==> config.mk <==
export PLATFORM = sky130hd
export DESIGN_NAME = led_pwm_periph
export DESIGN_NICKNAME = d
export VERILOG_FILES = /design/src/rtl/soc_pkg.sv /design/src/rtl/ledpwm_timebase.sv /design/src/rtl/led_pwm_periph.sv
export SDC_FILE = /design/constraint.sdc
export NUM_CORES = 1
export LEC_CHECK = 0
export ABC_CLOCK_PERIOD_IN_PS = 4600
export BUFFER_PORTS_ARGS = -buffer_cell sky130_fd_sc_hd__buf_2
export CAP_MARGIN = 15
export CORE_MARGIN = 4
export CORE_UTILIZATION = 50
export DETAILED_ROUTE_END_ITERATION = 10
export PLACE_DENSITY = 0.73
export SLEW_MARGIN = 10
export SYNTH_ARGS = -nofsm -noshare
export SYNTH_HDL_FRONTEND = slang
export SYNTH_HIERARCHICAL = 1
export SYNTH_SLANG_ARGS = --single-unit
==> constraint.sdc <==
create_clock -name clk -period 4.6 [get_ports clk]
set_input_delay 0.69 -clock clk [delete_from_list [all_inputs] [get_ports clk]]
set_output_delay 0.69 -clock clk [all_outputs]
set_load 0.05 [all_outputs]
==> src/rtl/soc_pkg.sv <==
// rtl/soc_pkg.sv - shared SoC constants and helpers for the LED PWM peripheral
package soc_pkg;

  localparam logic [31:0] LEDPWM_BASE_ADDR   = 32'h2000_0000;
  localparam logic [31:0] LEDPWM_OUT         = 32'h00;
  localparam logic [31:0] LEDPWM_MODE        = 32'h04;
  localparam logic [31:0] LEDPWM_PRESC       = 32'h08;
  localparam logic [31:0] LEDPWM_STATUS      = 32'h0C;
  localparam logic [31:0] LEDPWM_DUTY0       = 32'h10;
  localparam logic [31:0] LEDPWM_DUTY_STRIDE = 32'h04;

  typedef enum logic [2:0] {
    SEL_NONE,
    SEL_OUT,
    SEL_MODE,
    SEL_PRESC,
    SEL_STATUS,
    SEL_DUTY
  } ledpwm_sel_e;

  function automatic logic [31:0] lane_mask(input logic [3:0] en);
    lane_mask = {{8{en[3]}}, {8{en[2]}}, {8{en[1]}}, {8{en[0]}}};
  endfunction

endpackage

==> src/rtl/ledpwm_timebase.sv <==
// rtl/ledpwm_timebase.sv - shared prescaler and PWM period counter
module ledpwm_timebase #(
  parameter int PRESC_BITS = 16,
  parameter int PWM_BITS   = 8
) (
  input  logic                  clk,
  input  logic                  resetn,
  input  logic [PRESC_BITS-1:0] presc,
  input  logic                  presc_clr,
  output logic [PWM_BITS-1:0]   pwm_cnt,
  output logic                  tick,
  output logic                  wrap
);

  logic [PRESC_BITS-1:0] r_presc_cnt;
  logic [PWM_BITS-1:0]   r_pwm_cnt;

  assign tick    = (r_presc_cnt == presc);
  assign wrap    = tick && (r_pwm_cnt == {PWM_BITS{1'b1}});
  assign pwm_cnt = r_pwm_cnt;

  // A prescaler reload write restarts the prescale phase but never the PWM phase.
  always_ff @(posedge clk) begin
    if (!resetn) begin
      r_presc_cnt <= '0;
      r_pwm_cnt   <= '0;
    end else begin
      if (presc_clr || tick) begin
        r_presc_cnt <= '0;
      end else begin
        r_presc_cnt <= r_presc_cnt + PRESC_BITS'(1);
      end
      if (tick) begin
        r_pwm_cnt <= r_pwm_cnt + PWM_BITS'(1);
      end
    end
  end

endmodule

==> src/rtl/led_pwm_periph.sv <==
// rtl/led_pwm_periph.sv - memory-mapped LED on/off and PWM peripheral; LEDPWM_IRQ_EN adds the sticky period irq
module led_pwm_periph
  import soc_pkg::*;
#(
  parameter int          NUM_LEDS   = 4,
  parameter int          PWM_BITS   = 8,
  parameter int          PRESC_BITS = 16,
  parameter logic [31:0] BASE_ADDR  = LEDPWM_BASE_ADDR
) (
  input  logic                clk,
  input  logic                resetn,
  input  logic [31:0]         data_addr,
  input  logic [31:0]         data_wr,
  input  logic [3:0]          data_wr_en,
  output logic [31:0]         data_rd,
  output logic [NUM_LEDS-1:0] led,
  output logic                irq
);

  localparam logic [31:0] WIN_BYTES = LEDPWM_DUTY0 + LEDPWM_DUTY_STRIDE * 32'(NUM_LEDS);

  logic [NUM_LEDS-1:0]   r_out;
  logic [NUM_LEDS-1:0]   r_mode;
  logic [PRESC_BITS-1:0] r_presc;
  logic [PWM_BITS-1:0]   r_duty [NUM_LEDS];
  logic [NUM_LEDS-1:0]   r_led;

  logic [31:0]           w_word_addr;
  logic [31:0]           w_off;
  logic [31:0]           w_duty_idx;
  logic [31:0]           w_wmask;
  logic                  w_sel;
  ledpwm_sel_e           w_reg;
  logic                  w_presc_clr;
  logic [PWM_BITS-1:0]   w_pwm_cnt;
  logic                  w_tick;
  logic                  w_wrap;
  logic                  w_irq_pend;
  logic                  w_unused;

  assign w_word_addr = data_addr & ~32'h3;
  assign w_off       = w_word_addr - BASE_ADDR;
  assign w_sel       = (w_word_addr >= BASE_ADDR) && (w_off < WIN_BYTES);
  assign w_duty_idx  = (w_off - LEDPWM_DUTY0) / LEDPWM_DUTY_STRIDE;
  assign w_wmask     = lane_mask(data_wr_en);
  assign w_presc_clr = (w_reg == SEL_PRESC) && data_wr_en[0];

  always_comb begin
    w_reg = SEL_NONE;
    if (w_sel) begin
      if (w_off >= LEDPWM_DUTY0) begin
        w_reg = SEL_DUTY;
      end else begin
        case (w_off)
          LEDPWM_OUT:    w_reg = SEL_OUT;
          LEDPWM_MODE:   w_reg = SEL_MODE;
          LEDPWM_PRESC:  w_reg = SEL_PRESC;
          LEDPWM_STATUS: w_reg = SEL_STATUS;
          default:       w_reg = SEL_NONE;
        endcase
      end
    end
  end

  ledpwm_timebase #(
    .PRESC_BITS(PRESC_BITS),
    .PWM_BITS  (PWM_BITS)
  ) u_timebase (
    .clk      (clk),
    .resetn   (resetn),
    .presc    (r_presc),
    .presc_clr(w_presc_clr),
    .pwm_cnt  (w_pwm_cnt),
    .tick     (w_tick),
    .wrap     (w_wrap)
  );

  // Byte-lane merge: bits beyond each register's width are simply dropped.
  always_ff @(posedge clk) begin
    if (!resetn) begin
      r_out   <= '0;
      r_mode  <= '0;
      r_presc <= '0;
      for (int i = 0; i < NUM_LEDS; i++) r_duty[i] <= '0;
    end else begin
      if (w_reg == SEL_OUT)
        r_out <= (r_out & ~w_wmask[NUM_LEDS-1:0]) | (data_wr[NUM_LEDS-1:0] & w_wmask[NUM_LEDS-1:0]);
      if (w_reg == SEL_MODE)
        r_mode <= (r_mode & ~w_wmask[NUM_LEDS-1:0]) | (data_wr[NUM_LEDS-1:0] & w_wmask[NUM_LEDS-1:0]);
      if (w_reg == SEL_PRESC)
        r_presc <= (r_presc & ~w_wmask[PRESC_BITS-1:0]) | (data_wr[PRESC_BITS-1:0] & w_wmask[PRESC_BITS-1:0]);
      for (int i = 0; i < NUM_LEDS; i++) begin
        if (w_reg == SEL_DUTY && w_duty_idx == 32'(i))
          r_duty[i] <= (r_duty[i] & ~w_wmask[PWM_BITS-1:0]) | (data_wr[PWM_BITS-1:0] & w_wmask[PWM_BITS-1:0]);
      end
    end
  end

  always_ff @(posedge clk) begin
    if (!resetn) begin
      r_led <= '0;
    end else begin
      for (int i = 0; i < NUM_LEDS; i++)
        r_led[i] <= r_mode[i] ? (w_pwm_cnt < r_duty[i]) : r_out[i];
    end
  end

  assign led = r_led;

`ifdef LEDPWM_IRQ_EN
  logic r_irq_pend;

  // Set has priority so a wrap coinciding with a clear is never lost.
  always_ff @(posedge clk) begin
    if (!resetn) begin
      r_irq_pend <= 1'b0;
    end else if (w_wrap) begin
      r_irq_pend <= 1'b1;
    end else if (w_reg == SEL_STATUS && data_wr_en[0] && data_wr[0]) begin
      r_irq_pend <= 1'b0;
    end
  end

  assign w_irq_pend = r_irq_pend;
`else
  assign w_irq_pend = 1'b0;
`endif

  assign irq = w_irq_pend;

  always_comb begin
    data_rd = '0;
    case (w_reg)
      SEL_OUT:    data_rd = 32'(r_out);
      SEL_MODE:   data_rd = 32'(r_mode);
      SEL_PRESC:  data_rd = 32'(r_presc);
      SEL_STATUS: data_rd = {31'b0, w_irq_pend};
      SEL_DUTY: begin
        for (int i = 0; i < NUM_LEDS; i++) begin
          if (w_duty_idx == 32'(i)) data_rd = 32'(r_duty[i]);
        end
      end
      default:    data_rd = '0;
    endcase
  end

  assign w_unused = ^{data_wr, w_wmask, w_tick, w_wrap};

endmodule

==> impl_metrics.env <==
export IMPL_rsz0062_at_grt="no"
export IMPL_synth_warnings=6
export IMPL_die_area_mm2=0.01282
export IMPL_p_int_mw=1.130
export IMPL_firstDrtPassIters=5
export IMPL_clk_pin_slew_ps=90
export IMPL_area_growth_pct=11.12
export IMPL_drive_gt1_share_pct=15.32
export IMPL_nNetsFinal=790
export IMPL_cts_resized=0
export IMPL_pwr_share_clk_pct=36.6
export IMPL_cts_sinks=84
export IMPL_clockRootBuffer="clkbuf_8"
export IMPL_setup_ws_ps=419.5
export IMPL_preCtsSetupSlack_ps=467.1
export IMPL_syn_cell_area_mm2=0.005537
export IMPL_port_buffers=69
export IMPL_start_util_pct=51.07
export IMPL_slew_headroom_pct=31.47
export IMPL_setup_viol=0
export IMPL_diodes=0
export IMPL_p_sw_mw=0.4287
export IMPL_drv_cap=0
export IMPL_irDropWorstVdd_v=0.0001978
export IMPL_multiInputGateArea_mm2=0.003198
export IMPL_synthCells=626
export IMPL_fmax_ghz=0.2392
export IMPL_endpoint_kind="output pin"
export IMPL_grt_pass1_vias=4749
export IMPL_post_cts_buffers=0
export IMPL_comb_power_share_pct=12.5
export IMPL_ant_nets=0
export IMPL_grtUsageTotal_pct=22.97
export IMPL_die_x_um=113.2
export IMPL_finClkSkew_ps=10.15
export IMPL_pwr_density_cell_mw_per_mm2=253.4
export IMPL_fill_cells=991
export IMPL_switching_share_pct=27.50
export IMPL_gp_congestion=0.9061
export IMPL_p_leak_nw=2.536
export IMPL_die_y_um=113.2
export IMPL_synth_avg_cell_area_um2=8.844
export IMPL_arrival_ps=3490
export IMPL_startpoint="data_addr[29]"
export IMPL_register_area_mm2=0.002002
export IMPL_grt_max_degree=54
export IMPL_cts_hold_buf=0
export IMPL_clock_path_buffers=2
export IMPL_worst_pin_slew_ps=1028
export IMPL_grt_ovfl_total=0
export IMPL_cp_required_ps=3910
export IMPL_tns_ps=0
export IMPL_numCtsBuffers=9
export IMPL_routed_wl_um=14750
export IMPL_drc=0
export IMPL_final_cell_mix="buf_2, dfxtp_1, o21ai_0"
export IMPL_maxSlewViolCount=0
export IMPL_drt_iter0_markers=329
export IMPL_cts_tree="built"
export IMPL_wl_per_cell_um=17.72
export IMPL_grt_pass1_wl_um=23540
export IMPL_layout_min_cycle_time_ps=4180
export IMPL_dpl_hpwl_um=11190
export IMPL_p_seq_share_pct=50.9
export IMPL_clkLatencyLatePin_ps=360
export IMPL_worstSetupPathType="in -> out"
export IMPL_hold_viol=0
export IMPL_layout_commonest_cell="buf_2"
export IMPL_core_mm2=0.01084
export IMPL_dr_total_vias=4873
export IMPL_post_drt_via_cell_ratio=5.857
export IMPL_num_rows=38
export IMPL_status="complete, no violations"
export IMPL_hold_path_class="reg -> reg"
export IMPL_path_max_fanout=8
export IMPL_htreeDepth=3
export IMPL_num_io_pins=107
export IMPL_cp_start_kind="input port"
export IMPL_antenna_found_initial=0
export IMPL_fin_crit_sh_pct=90.88
-- power groups by stage --
| stage | clock, mW | combinational [mW] | sequential, mW |
|---|---|---|---|
| detailed placement | 0 | 0.191 | 0.810 |
| CTS | 0.572 | 0.192 | 0.793 |
| global route | 0.606 | 0.211 | 0.795 |
| finish | 0.570 | 0.196 | 0.794 |
| global placement | 0 | 0.185 | 0.809 |
| floorplan | 0 | 0.141 | 0.806 |
-- metrics by stage --
stage | total power [mW] | cell area (µm²) | util (%) | hold slack (ps) | instances
final | 1.559 | 6152 | 56.75 | 494.7 | 832
after global routing | 1.612 | 6152 | 56.75 | 515.7 | 832
after CTS | 1.557 | 6152 | 56.75 | 497.2 | 832
after detailed placement | 1.002 | 5938 | 54.78 | 485.3 | 816
after global placement | 0.9947 | 5938 | 54.78 | 470.9 | 816
after floorplan | 0.9466 | 5597 | - | 450.7 | 642
-- worst max-delay path, stage by stage --
cell	delay [ps]
buf_2	150
inv_1	60
ha_1	350
or4bb_1	510
nor3_1	150
nand4b_1	130
a221oi_2	230
nand4_1	370
nor2_1	340
a221o_1	230
buf_2	270
-- worst paths after layout --
path | endpoint | slack [ps] | cells past startpoint
min | flop | 490 | 2
min reg2reg | flop | 490 | 2
max | data_rd[7] | 420 | 11
max reg2reg | u_timebase/r_presc_cnt[15] | 2260 | 5
-- layer usage --
metal | part of all wire [%] | GRT usage [%] | vias to the layer above | routed length [µm]
met3 | 6.8 | 4.225 | 23 | 1007
met1 | 44 | 30.02 | 2314 | 6492
met2 | 47 | 38.35 | 182 | 6936
met5 | 0 | 0 | - | 0
met4 | 2.1 | 7.692 | 0 | 308
li1 | - | - | 2354 | -
-- final cells by class --
class	instances	area share (%)
clock buffer	13	3.112
clock inverter	3	0.3661
inverter	36	2.196
multi-input combinational	476	51.98
sequential	84	32.54
tap	140	2.847
timing repair buffer	80	6.955
No activity file was read; power rests on OpenSTA's default activity.
